## config.mk

```make
export PLATFORM = sky130hd
export DESIGN_NAME = return_stack_flat
export DESIGN_NICKNAME = d
export VERILOG_FILES = /design/src/rtl/cpu_pkg.sv /design/src/rtl/return_stack_if.sv /design/src/rtl/return_stack.sv /design/src/flat_wrapper.sv
export SDC_FILE = /design/constraint.sdc
export NUM_CORES = 1
export LEC_CHECK = 0
export ABC_AREA = 1
export BUFFER_PORTS_ARGS = -buffer_cell sky130_fd_sc_hd__buf_2
export CAP_MARGIN = 20
export CORE_MARGIN = 5
export CORE_UTILIZATION = 55
export CTS_BUF_LIST = sky130_fd_sc_hd__clkbuf_4 sky130_fd_sc_hd__clkbuf_8
export DETAILED_ROUTE_END_ITERATION = 8
export PLACE_DENSITY = 0.77
export SLEW_MARGIN = 20
export SYNTH_ARGS = -nofsm -noshare
export SYNTH_HDL_FRONTEND = slang
export SYNTH_SLANG_ARGS = --single-unit
```

## constraint.sdc

```tcl
create_clock -name clk -period 2.2 [get_ports clk]
set_input_delay 0 -clock clk [delete_from_list [all_inputs] [get_ports clk]]
set_output_delay 0 -clock clk [all_outputs]
set_load 0.1 [all_outputs]
```

## src/rtl/cpu_pkg.sv

```systemverilog
`default_nettype none
// +----------------------------------------------------------------------+
// | cpu_pkg : widths and PC-select encodings shared across the CPU core  |
// | Revision: 1.0                                                        |
// +----------------------------------------------------------------------+
package cpu_pkg;

  localparam int PC_WIDTH   = 12;
  localparam int DATA_WIDTH = 8;
  localparam int INST_WIDTH = 19;

  typedef enum logic [1:0] {
    PC_INC = 2'b00,
    PC_REL = 2'b01,
    PC_ABS = 2'b10,
    PC_RET = 2'b11
  } pc_sel_e;

endpackage
`default_nettype wire

```

## src/rtl/return_stack_if.sv

```systemverilog
`default_nettype none
// +----------------------------------------------------------------------+
// | return_stack_if : CALL/RET handshake between datapath and stack      |
// | Revision: 1.0                                                        |
// +----------------------------------------------------------------------+
interface return_stack_if
  import cpu_pkg::*;
#(
  parameter int WIDTH = PC_WIDTH,
  parameter int DEPTH = 8,
  parameter int CW    = $clog2(DEPTH) + 1
);
  logic             push;
  logic             pop;
  logic [WIDTH-1:0] stack_in;
  logic             clear_err;
  logic [WIDTH-1:0] stack_out;
  logic             empty;
  logic             full;
  logic [CW-1:0]    count;
  logic             overflow;
  logic             underflow;

  modport master (
    output push, pop, stack_in, clear_err,
    input  stack_out, empty, full, count, overflow, underflow
  );

  modport slave (
    input  push, pop, stack_in, clear_err,
    output stack_out, empty, full, count, overflow, underflow
  );
endinterface
`default_nettype wire

```

## src/rtl/return_stack.sv

```systemverilog
`default_nettype none
// +----------------------------------------------------------------------+
// | return_stack : bounded return-address stack with sticky error flags  |
// | Revision: 1.0                                                        |
// +----------------------------------------------------------------------+
module return_stack
  import cpu_pkg::*;
#(
  parameter int WIDTH = PC_WIDTH,
  parameter int DEPTH = 8,
  parameter int WRAP  = 0,
  parameter int CW    = $clog2(DEPTH) + 1
) (
  input  wire          clk,
  input  wire          reset,
  return_stack_if.slave bus
);
  localparam int PW = $clog2(DEPTH);
  localparam logic [CW-1:0] c_depth = CW'(DEPTH);
  localparam bit c_wrap = (WRAP != 0);

  logic [WIDTH-1:0] r_mem [DEPTH];
  logic [PW-1:0]    r_top;
  logic [CW-1:0]    r_count;
  logic             r_overflow;
  logic             r_underflow;

  logic w_empty, w_full;
  logic w_replace, w_advance, w_retreat;
  logic w_ovf_set, w_unf_set;
  logic [PW-1:0] w_top_inc;

  assign w_empty   = (r_count == '0);
  assign w_full    = (r_count == c_depth);
  assign w_top_inc = r_top + PW'(1);

  // A push+pop on an empty stack degenerates to a plain push.
  assign w_replace = bus.push && bus.pop && !w_empty;
  assign w_advance = bus.push && !w_replace && (!w_full || c_wrap);
  assign w_retreat = bus.pop && !bus.push && !w_empty;
  assign w_ovf_set = bus.push && !bus.pop && w_full;
  assign w_unf_set = bus.pop && !bus.push && w_empty;

  always_ff @(posedge clk) begin
    if (reset) begin
      r_top       <= '0;
      r_count     <= '0;
      r_overflow  <= 1'b0;
      r_underflow <= 1'b0;
    end else begin
      if (w_advance) begin
        r_top <= w_top_inc;
        if (!w_full) r_count <= r_count + CW'(1);
      end else if (w_retreat) begin
        r_top   <= r_top - PW'(1);
        r_count <= r_count - CW'(1);
      end
      // Setting a flag wins over a clear in the same cycle.
      r_overflow  <= w_ovf_set || (r_overflow  && !bus.clear_err);
      r_underflow <= w_unf_set || (r_underflow && !bus.clear_err);
    end
  end

  always_ff @(posedge clk) begin
    if (!reset) begin
      if (w_replace)      r_mem[r_top]     <= bus.stack_in;
      else if (w_advance) r_mem[w_top_inc] <= bus.stack_in;
    end
  end

  assign bus.stack_out = w_empty ? '0 : r_mem[r_top];
  assign bus.empty     = w_empty;
  assign bus.full      = w_full;
  assign bus.count     = r_count;
  assign bus.overflow  = r_overflow;
  assign bus.underflow = r_underflow;

endmodule
`default_nettype wire

```

## src/flat_wrapper.sv

```systemverilog
// flat-port wrapper written by rule: the top's interface ports become plain ports
module return_stack_flat import cpu_pkg::*;
#(
  parameter int WIDTH = PC_WIDTH,
  parameter int DEPTH = 8,
  parameter int WRAP  = 0,
  parameter int CW    = $clog2(DEPTH) + 1
)
  (clk, reset, bus_push, bus_pop, bus_stack_in, bus_clear_err, bus_stack_out, bus_empty, bus_full, bus_count, bus_overflow, bus_underflow);
  return_stack_if #(.WIDTH(WIDTH), .DEPTH(DEPTH), .CW(CW)) bus_i ();
  input  wire clk;
  input  wire reset;
  input wire logic [$bits(bus_i.push)-1:0] bus_push;
  input wire logic [$bits(bus_i.pop)-1:0] bus_pop;
  input wire logic [$bits(bus_i.stack_in)-1:0] bus_stack_in;
  input wire logic [$bits(bus_i.clear_err)-1:0] bus_clear_err;
  output wire logic [$bits(bus_i.stack_out)-1:0] bus_stack_out;
  output wire logic [$bits(bus_i.empty)-1:0] bus_empty;
  output wire logic [$bits(bus_i.full)-1:0] bus_full;
  output wire logic [$bits(bus_i.count)-1:0] bus_count;
  output wire logic [$bits(bus_i.overflow)-1:0] bus_overflow;
  output wire logic [$bits(bus_i.underflow)-1:0] bus_underflow;
  assign bus_i.push = bus_push;
  assign bus_i.pop = bus_pop;
  assign bus_i.stack_in = bus_stack_in;
  assign bus_i.clear_err = bus_clear_err;
  assign bus_stack_out = bus_i.stack_out;
  assign bus_empty = bus_i.empty;
  assign bus_full = bus_i.full;
  assign bus_count = bus_i.count;
  assign bus_overflow = bus_i.overflow;
  assign bus_underflow = bus_i.underflow;
  return_stack #(.WIDTH(WIDTH), .DEPTH(DEPTH), .WRAP(WRAP), .CW(CW)) u_core (.clk(clk), .reset(reset), .bus(bus_i));
endmodule
```

==> metrics.csv, run 1 <==
stage,metric,value,unit
grt,global_route_wire_length_before_repair,15700,µm
routing,drt_via_density,5.59,
floorplanning,io_pins,37,
min_path,timing.hold.worst.start,bus_push,
cts,clock_tree.root_cell,sky130_fd_sc_hd__clkbuf_8,
routing,routed_wirelength,9850,µm
synth,synth.cell_area,4450,µm²
sta,hold_viol,0,
grt,global_route.overflow_total,0,
critical_path,worstPathMaxFanout,24,
synth,syn_area_per_cell,11.7,µm²
cts,clkSlewWorstSetupHoldPaths,100,ps
cts,post-cts-setup-buffers,0,
synth,register_bit_count_reported_by_yosys,108,
critical_path,worst_r2r_endpoint,u_core.r_mem[4][11]$_DFFE_PP_,
synth,ys_types,28,
sta,timing.final.crit_period,2090,ps
placement,io_buffer_count,36,
routing,antenna_violating_nets_post_route,0,
sta,timing_worst_slew_pin_value,586,ps
critical_path,critPathArrivalTime,2090,ps
floorplanning,area_enclosed_by_the_die_boundary,9980,µm²
sta,timing.clock.skew,8.74,ps
floorplanning,initial_utilization,0.570,
routing,drt_iter0_drc,253,
critical_path,timing.rr.start,u_core.bus.count[0]$_SDFFE_PP0P_,
synth,synth_top_area_frac,0.648,
job,max-cap-violations,0,
grt,pin_count_of_the_biggest_net_entering_global_routing,49,
run_status,run_status,"finished, final reports clean",
critical_path,rrSetupSlack,240,ps
sta,timing.slew.headroom,0.605,
critical_path,worst_ep_required_time,2200,ps
sta,timing.final.max_slew_violations,0,
floorplanning,num_rows,32,
routing,dr.pass1.iters,5,
final_layout,fin_nets,467,
critical_path,critPathLaunchType,flop,
placement,post-dp-hpwl,6470,µm
sta,setup_total_negative_slack,0,ps
floorplanning,die-height,99.9,µm
sta,setup_viol,0,
sta,period_share,0.949,
final_layout,final_layout_size_suffix_gt1_frac,0.233,
critical_path,crit_end,bus_stack_out[5],
final_layout,areaGrowthSynthToFinish,22.3,%
grt,grt_pass1_vias,3053,
routing,drc,0,
critical_path,ff2ff_path_depth,9,
grt,grtUsageTotal,0.205,
synth,yosysTopAreaCell,sky130_fd_sc_hd__edfxtp_1,
routing,vias,3091,
floorplanning,placeableCoreArea,7810,µm²
critical_path,cp-end-kind,primary output,
cts,cts_tree,yes,
cts,htree_num_levels,3,
synth,post_synth_main_area_contributors,"sky130_fd_sc_hd__edfxtp_1 65%, sky130_fd_sc_hd__o21ai_0 7.2%, sky130_fd_sc_hd__nor2_1 7.2%",
synth,synth_cells,381,
routing,wire_per_inst,17.8,µm
cts,clock_sink_count,108,
sta,setup_repair_after_global_routing_missed_its_margin,false,
cts,cts_buffers,9,
grt,initial_antenna_violation_count,0,
synth,postSynthNetCount,402,
synth,yosys_warnings,0,
cts,clock_insertion_delay_worst_skew,370,ps
final_layout,antenna_cells_inserted,0,
synth,synth_sequential_area_ratio,0.702,
cts,clk_path_buf_depth,2,
floorplanning,chipWidth,99.9,µm
placement,place.gp.congestion,0.861,
min_path,worst_hold_path_type,in -> reg,
critical_path,timing_worst_setup_path_type,reg -> out,
sta,fmax,0.479,GHz
[area by class of cell]
cell class | instances | area (µm²)
fillers | 551 | 2370
repair buffers | 72 | 537
well taps | 102 | 128
inverters | 23 | 86.3
clock buffers | 9 | 124
multi-input cells | 232 | 1350
flip-flops and latches | 108 | 3140
clock inverters | 7 | 80.1
[placed cells by master (no fill, tap or decap), types with 2 or more instances in the layout]
master                           n
sky130_fd_sc_hd__a21oi_1         9
sky130_fd_sc_hd__a31oi_4        10
sky130_fd_sc_hd__dfxtp_1         7
sky130_fd_sc_hd__o21ai_2         2
sky130_fd_sc_hd__nand2_1        24
sky130_fd_sc_hd__nand2_2         2
sky130_fd_sc_hd__buf_4          25
sky130_fd_sc_hd__nor2_2          9
sky130_fd_sc_hd__o21ai_0        64
sky130_fd_sc_hd__o22ai_1        12
sky130_fd_sc_hd__edfxtp_1       96
sky130_fd_sc_hd__nand3_1         5
sky130_fd_sc_hd__dlygate4sd3_1  17
sky130_fd_sc_hd__ha_1            4
sky130_fd_sc_hd__nor2_1         77
sky130_fd_sc_hd__buf_2          25
sky130_fd_sc_hd__xnor2_1         2
sky130_fd_sc_hd__a31oi_2         2
sky130_fd_sc_hd__inv_6           2
sky130_fd_sc_hd__dfxtp_4         4
sky130_fd_sc_hd__inv_1          23
sky130_fd_sc_hd__clkbuf_8        9
sky130_fd_sc_hd__clkbuf_4        3
[worst min-delay path by stage]
stage,end,cells past startpoint
6_report,u_core.bus.count[3]$_SDFFE_PP0P_,5
5_1_grt,u_core.bus.count[3]$_SDFFE_PP0P_,5
4_1_cts,u_core.bus.count[3]$_SDFFE_PP0P_,5
3_5_place_dp,u_core.bus.underflow$_SDFF_PP0_,4
3_3_place_gp,u_core.bus.overflow$_SDFF_PP0_,4
2_1_floorplan,u_core.r_mem[0][0]$_DFFE_PP_,0
[state kept, by name (all words and copies together) (netlist names), named ones only]
register              flops
u_core.r_mem             96
u_core.r_top              3
u_core.bus.overflow       1
u_core.bus.count          4
u_core.bus.underflow      1
[cells in the mapped netlist]
cell type,n
sky130_fd_sc_hd__a211oi_1,1
sky130_fd_sc_hd__a21oi_1,9
sky130_fd_sc_hd__a31oi_1,12
sky130_fd_sc_hd__buf_1,1
sky130_fd_sc_hd__buf_2,5
sky130_fd_sc_hd__clkbuf_1,12
sky130_fd_sc_hd__dfxtp_1,12
sky130_fd_sc_hd__edfxtp_1,96
sky130_fd_sc_hd__ha_1,4
sky130_fd_sc_hd__inv_1,23
sky130_fd_sc_hd__nand2_1,24
sky130_fd_sc_hd__nand2_2,2
sky130_fd_sc_hd__nand2_4,1
sky130_fd_sc_hd__nand3_1,5
sky130_fd_sc_hd__nand3_4,1
sky130_fd_sc_hd__nand3b_1,1
sky130_fd_sc_hd__nand4_1,1
sky130_fd_sc_hd__nor2_1,85
sky130_fd_sc_hd__nor2_2,1
sky130_fd_sc_hd__nor2_8,1
sky130_fd_sc_hd__o211ai_1,1
sky130_fd_sc_hd__o21ai_0,64
sky130_fd_sc_hd__o21ai_2,2
sky130_fd_sc_hd__o21bai_1,1
sky130_fd_sc_hd__o22ai_1,12
sky130_fd_sc_hd__xnor2_1,2
sky130_fd_sc_hd__xor2_1,1
sky130_fd_sc_hd__xor2_2,1
[logic make-up (layout without fill, tap and decap cells)]
logic type               count (synthesis)  after routing  synth area share
AO/OA/AOI/OAI                          102            102             0.125
XOR/XNOR                                 4              4           0.00957
adder cells (fa/ha/maj)                  4              4            0.0113
buffers and inverters                   41            111            0.0360
flip-flops                             108            108             0.702
AND/OR/NAND/NOR                        122            122             0.116
[stage by stage]
step                utilization  std cells  setup WS (ps)  instance area [µm²]  hold WS (ps)
floorplan                     -        381            110                 4640          98.9
global placement          0.645        520            331                 5030           268
detailed placement        0.645        520            252                 5030           282
CTS                       0.695        553           19.2                 5420           223
global route              0.697        553           6.34                 5440           274
finish                    0.697        553            112                 5440           213
[routing by layer]
layer / up-vias / share of wire / GRT usage / wire length (µm)
met5: - / 0 / 0 / 0
met3: 10 / 0.061 / 0.0354 / 597
met4: 0 / 0.0092 / 0.0567 / 91
met2: 106 / 0.51 / 0.356 / 5030
met1: 1493 / 0.42 / 0.267 / 4120
li1: 1482 / - / - / -
[repair_timing]
action | in CTS | in global routing
endpoints found under the hold margin | 101 | 0
cloned | 0 | 0
hold buffers | 17 | 0
gates resized for setup | 6 | 9
setup endpoints to repair | 6 | 11
[worst max-delay path, stage by stage, from the launching register on]
cell	delay, ps
sky130_fd_sc_hd__dfxtp_2	370
sky130_fd_sc_hd__inv_1	60
sky130_fd_sc_hd__buf_4	260
sky130_fd_sc_hd__o21ai_0	150
sky130_fd_sc_hd__o22ai_1	140
sky130_fd_sc_hd__o21ai_0	200
sky130_fd_sc_hd__a31oi_4	210
sky130_fd_sc_hd__buf_4	310
Power of run 1 is not shown: default switching activity piles up to over one toggle a cycle in this logic, so the estimate is an artifact.
==> run 2, diff against run 1 <==
--- a/config.mk
+++ b/config.mk
@@ -12,7 +12,7 @@
 export CORE_UTILIZATION = 55
 export CTS_BUF_LIST = sky130_fd_sc_hd__clkbuf_4 sky130_fd_sc_hd__clkbuf_8
 export DETAILED_ROUTE_END_ITERATION = 8
-export PLACE_DENSITY = 0.77
+export PLACE_DENSITY = 0.74
 export SLEW_MARGIN = 20
 export SYNTH_ARGS = -nofsm -noshare
 export SYNTH_HDL_FRONTEND = slang
==> constraint.sdc (replaced) <==
create_clock -name clk -period 2.4 [get_ports clk]
set_input_delay 0 -clock clk [delete_from_list [all_inputs] [get_ports clk]]
set_output_delay 0 -clock clk [all_outputs]
set_load 0.1 [all_outputs]
==> metrics.csv, run 2 (synthesis results as in run 1) <==
stage,metric,value,unit
placement,post-dp-hpwl,6330,µm
critical_path,critPathLaunchType,flop,
job,max-cap-violations,0,
sta,timing.final.crit_period,2220,ps
sta,timing.final.max_slew_violations,0,
final_layout,fin_nets,468,
final_layout,layout.cell_area.non_filler,5390,µm²
floorplanning,chipWidth,99.9,µm
grt,pin_count_of_the_biggest_net_entering_global_routing,49,
final_layout,fill_cells,560,
cts,clk_path_buf_depth,2,
cts,clock_tree.root_cell,sky130_fd_sc_hd__clkbuf_8,
final_layout,final_layout_size_suffix_gt1_frac,0.215,
grt,global_route_wire_length_before_repair,16100,µm
final_layout,stdcell_count,554,
grt,grtUsageTotal,0.213,
routing,drc,0,
floorplanning,placeableCoreArea,7810,µm²
final_layout,most_frequent_standard_cell_in_the_layout_excluding_fill_and_tap_cells,sky130_fd_sc_hd__edfxtp_1,
min_path,worst_hold_path_type,in -> reg,
cts,clock_sink_count,108,
cts,clkSlewWorstSetupHoldPaths,90,ps
grt,global_route.overflow_total,0,
placement,place.gp.congestion,0.819,
floorplanning,area_enclosed_by_the_die_boundary,9980,µm²
cts,clock_insertion_delay_worst_skew,360,ps
critical_path,cp-end-kind,primary output,
critical_path,critPathArrivalTime,2220,ps
final_layout,largest_register_ff_count,96,
final_layout,antenna_cells_inserted,0,
sta,timing_worst_slew_pin_value,574,ps
routing,drt_via_density,5.64,
sta,timing.slew.headroom,0.617,
grt,initial_antenna_violation_count,0,
floorplanning,io_pins,37,
sta,setup_repair_after_global_routing_missed_its_margin,false,
routing,antenna_violating_nets_post_route,0,
run_status,run_status,"finished, final reports clean",
placement,dpl.cell_count,521,
floorplanning,initial_utilization,0.570,
cts,cts_buffers,9,
critical_path,worst_ep_required_time,2400,ps
final_layout,multi_input_area,1320,µm²
cts,post-cts-setup-buffers,0,
floorplanning,die-height,99.9,µm
final_layout,areaGrowthSynthToFinish,21.2,%
critical_path,rrSetupSlack,360,ps
cts,htree_num_levels,3,
final_layout,largest_register_by_flop_count,u_core.r_mem,
sta,fmax,0.451,GHz
grt,grt_pass1_vias,3123,
routing,vias,3127,
routing,dr.pass1.iters,5,
placement,postPlaceCellArea,5010,µm²
final_layout,area.sequential,3130,µm²
sta,period_share,0.924,
cts,cts_tree,yes,
sta,hold_viol,0,
critical_path,timing_worst_setup_path_type,reg -> out,
routing,routed_wirelength,9990,µm
sta,timing.clock.skew,8.79,ps
placement,io_buffer_count,36,
sta,setup_viol,0,
critical_path,worstPathMaxFanout,14,
floorplanning,num_rows,32,
final_layout,final_cell_mix,"96 x sky130_fd_sc_hd__edfxtp_1, 83 x sky130_fd_sc_hd__nor2_1, 64 x sky130_fd_sc_hd__o21ai_0",
routing,wire_per_inst,18.0,µm
routing,drt_iter0_drc,240,
==> run 2: path summary, 6_finish.rpt <==
path | startpoint | to | cells past startpoint
setup / recovery | flop | bus_stack_out[7] | 6
hold / removal | bus_push | u_core.bus.count[3]$_SDFFE_PP0P_ | 5
setup reg to reg | u_core.bus.count[0]$_SDFFE_PP0P_ | u_core.r_mem[3][4]$_DFFE_PP_ | 8
hold reg to reg | u_core.bus.count[0]$_SDFFE_PP0P_ | u_core.bus.count[0]$_SDFFE_PP0P_ | 1
==> run 2: metal layers <==
metal  track usage  wire [µm]  up-vias
met2         0.350       5040      118
li1              -          -     1482
met1         0.281       4150     1505
met3        0.0361        593       22
met4        0.0882        208        0
met5             0          0        -
==> run 2: worst max-delay path, stage by stage, from the launching register on <==
cell and delay (ps):
sky130_fd_sc_hd__dfxtp_1 560, sky130_fd_sc_hd__buf_4 280, sky130_fd_sc_hd__o21ai_0 120, sky130_fd_sc_hd__o22ai_1 220
sky130_fd_sc_hd__o21ai_0 170, sky130_fd_sc_hd__a31oi_4 180, sky130_fd_sc_hd__clkbuf_4 340
==> run 2: timing repair <==
item	CTS	global route
hold buffers	17	0
gates resized for setup	0	7
hold endpoints to repair	101	0
endpoints found under the setup margin	0	7
==> run 2: layout make-up <==
type / count / share of cell area
repair buffers: 73 / 0.0984
inverters: 23 / 0.0160
multi-input cells: 232 / 0.245
flip-flops and latches: 108 / 0.580
clock inverters: 6 / 0.0118
clock buffers: 10 / 0.0244
well taps: 102 / 0.0237
==> run 2: stage by stage <==
| stage | hold WS (ps) | util | worst slack, ps | TNS, ps |
|---|---|---|---|---|
| detailed placement | 282 | 0.641 | 477 | 0 |
| CTS | 206 | 0.688 | 95.3 | 0 |
| floorplan | 98.9 | - | -26.4 | -1560 |
| global route | 258 | 0.690 | 5.16 | 0 |
| global placement | 267 | 0.641 | 514 | 0 |
| finish | 230 | 0.690 | 181 | 0 |
Power of run 2 is left out for the same reason.
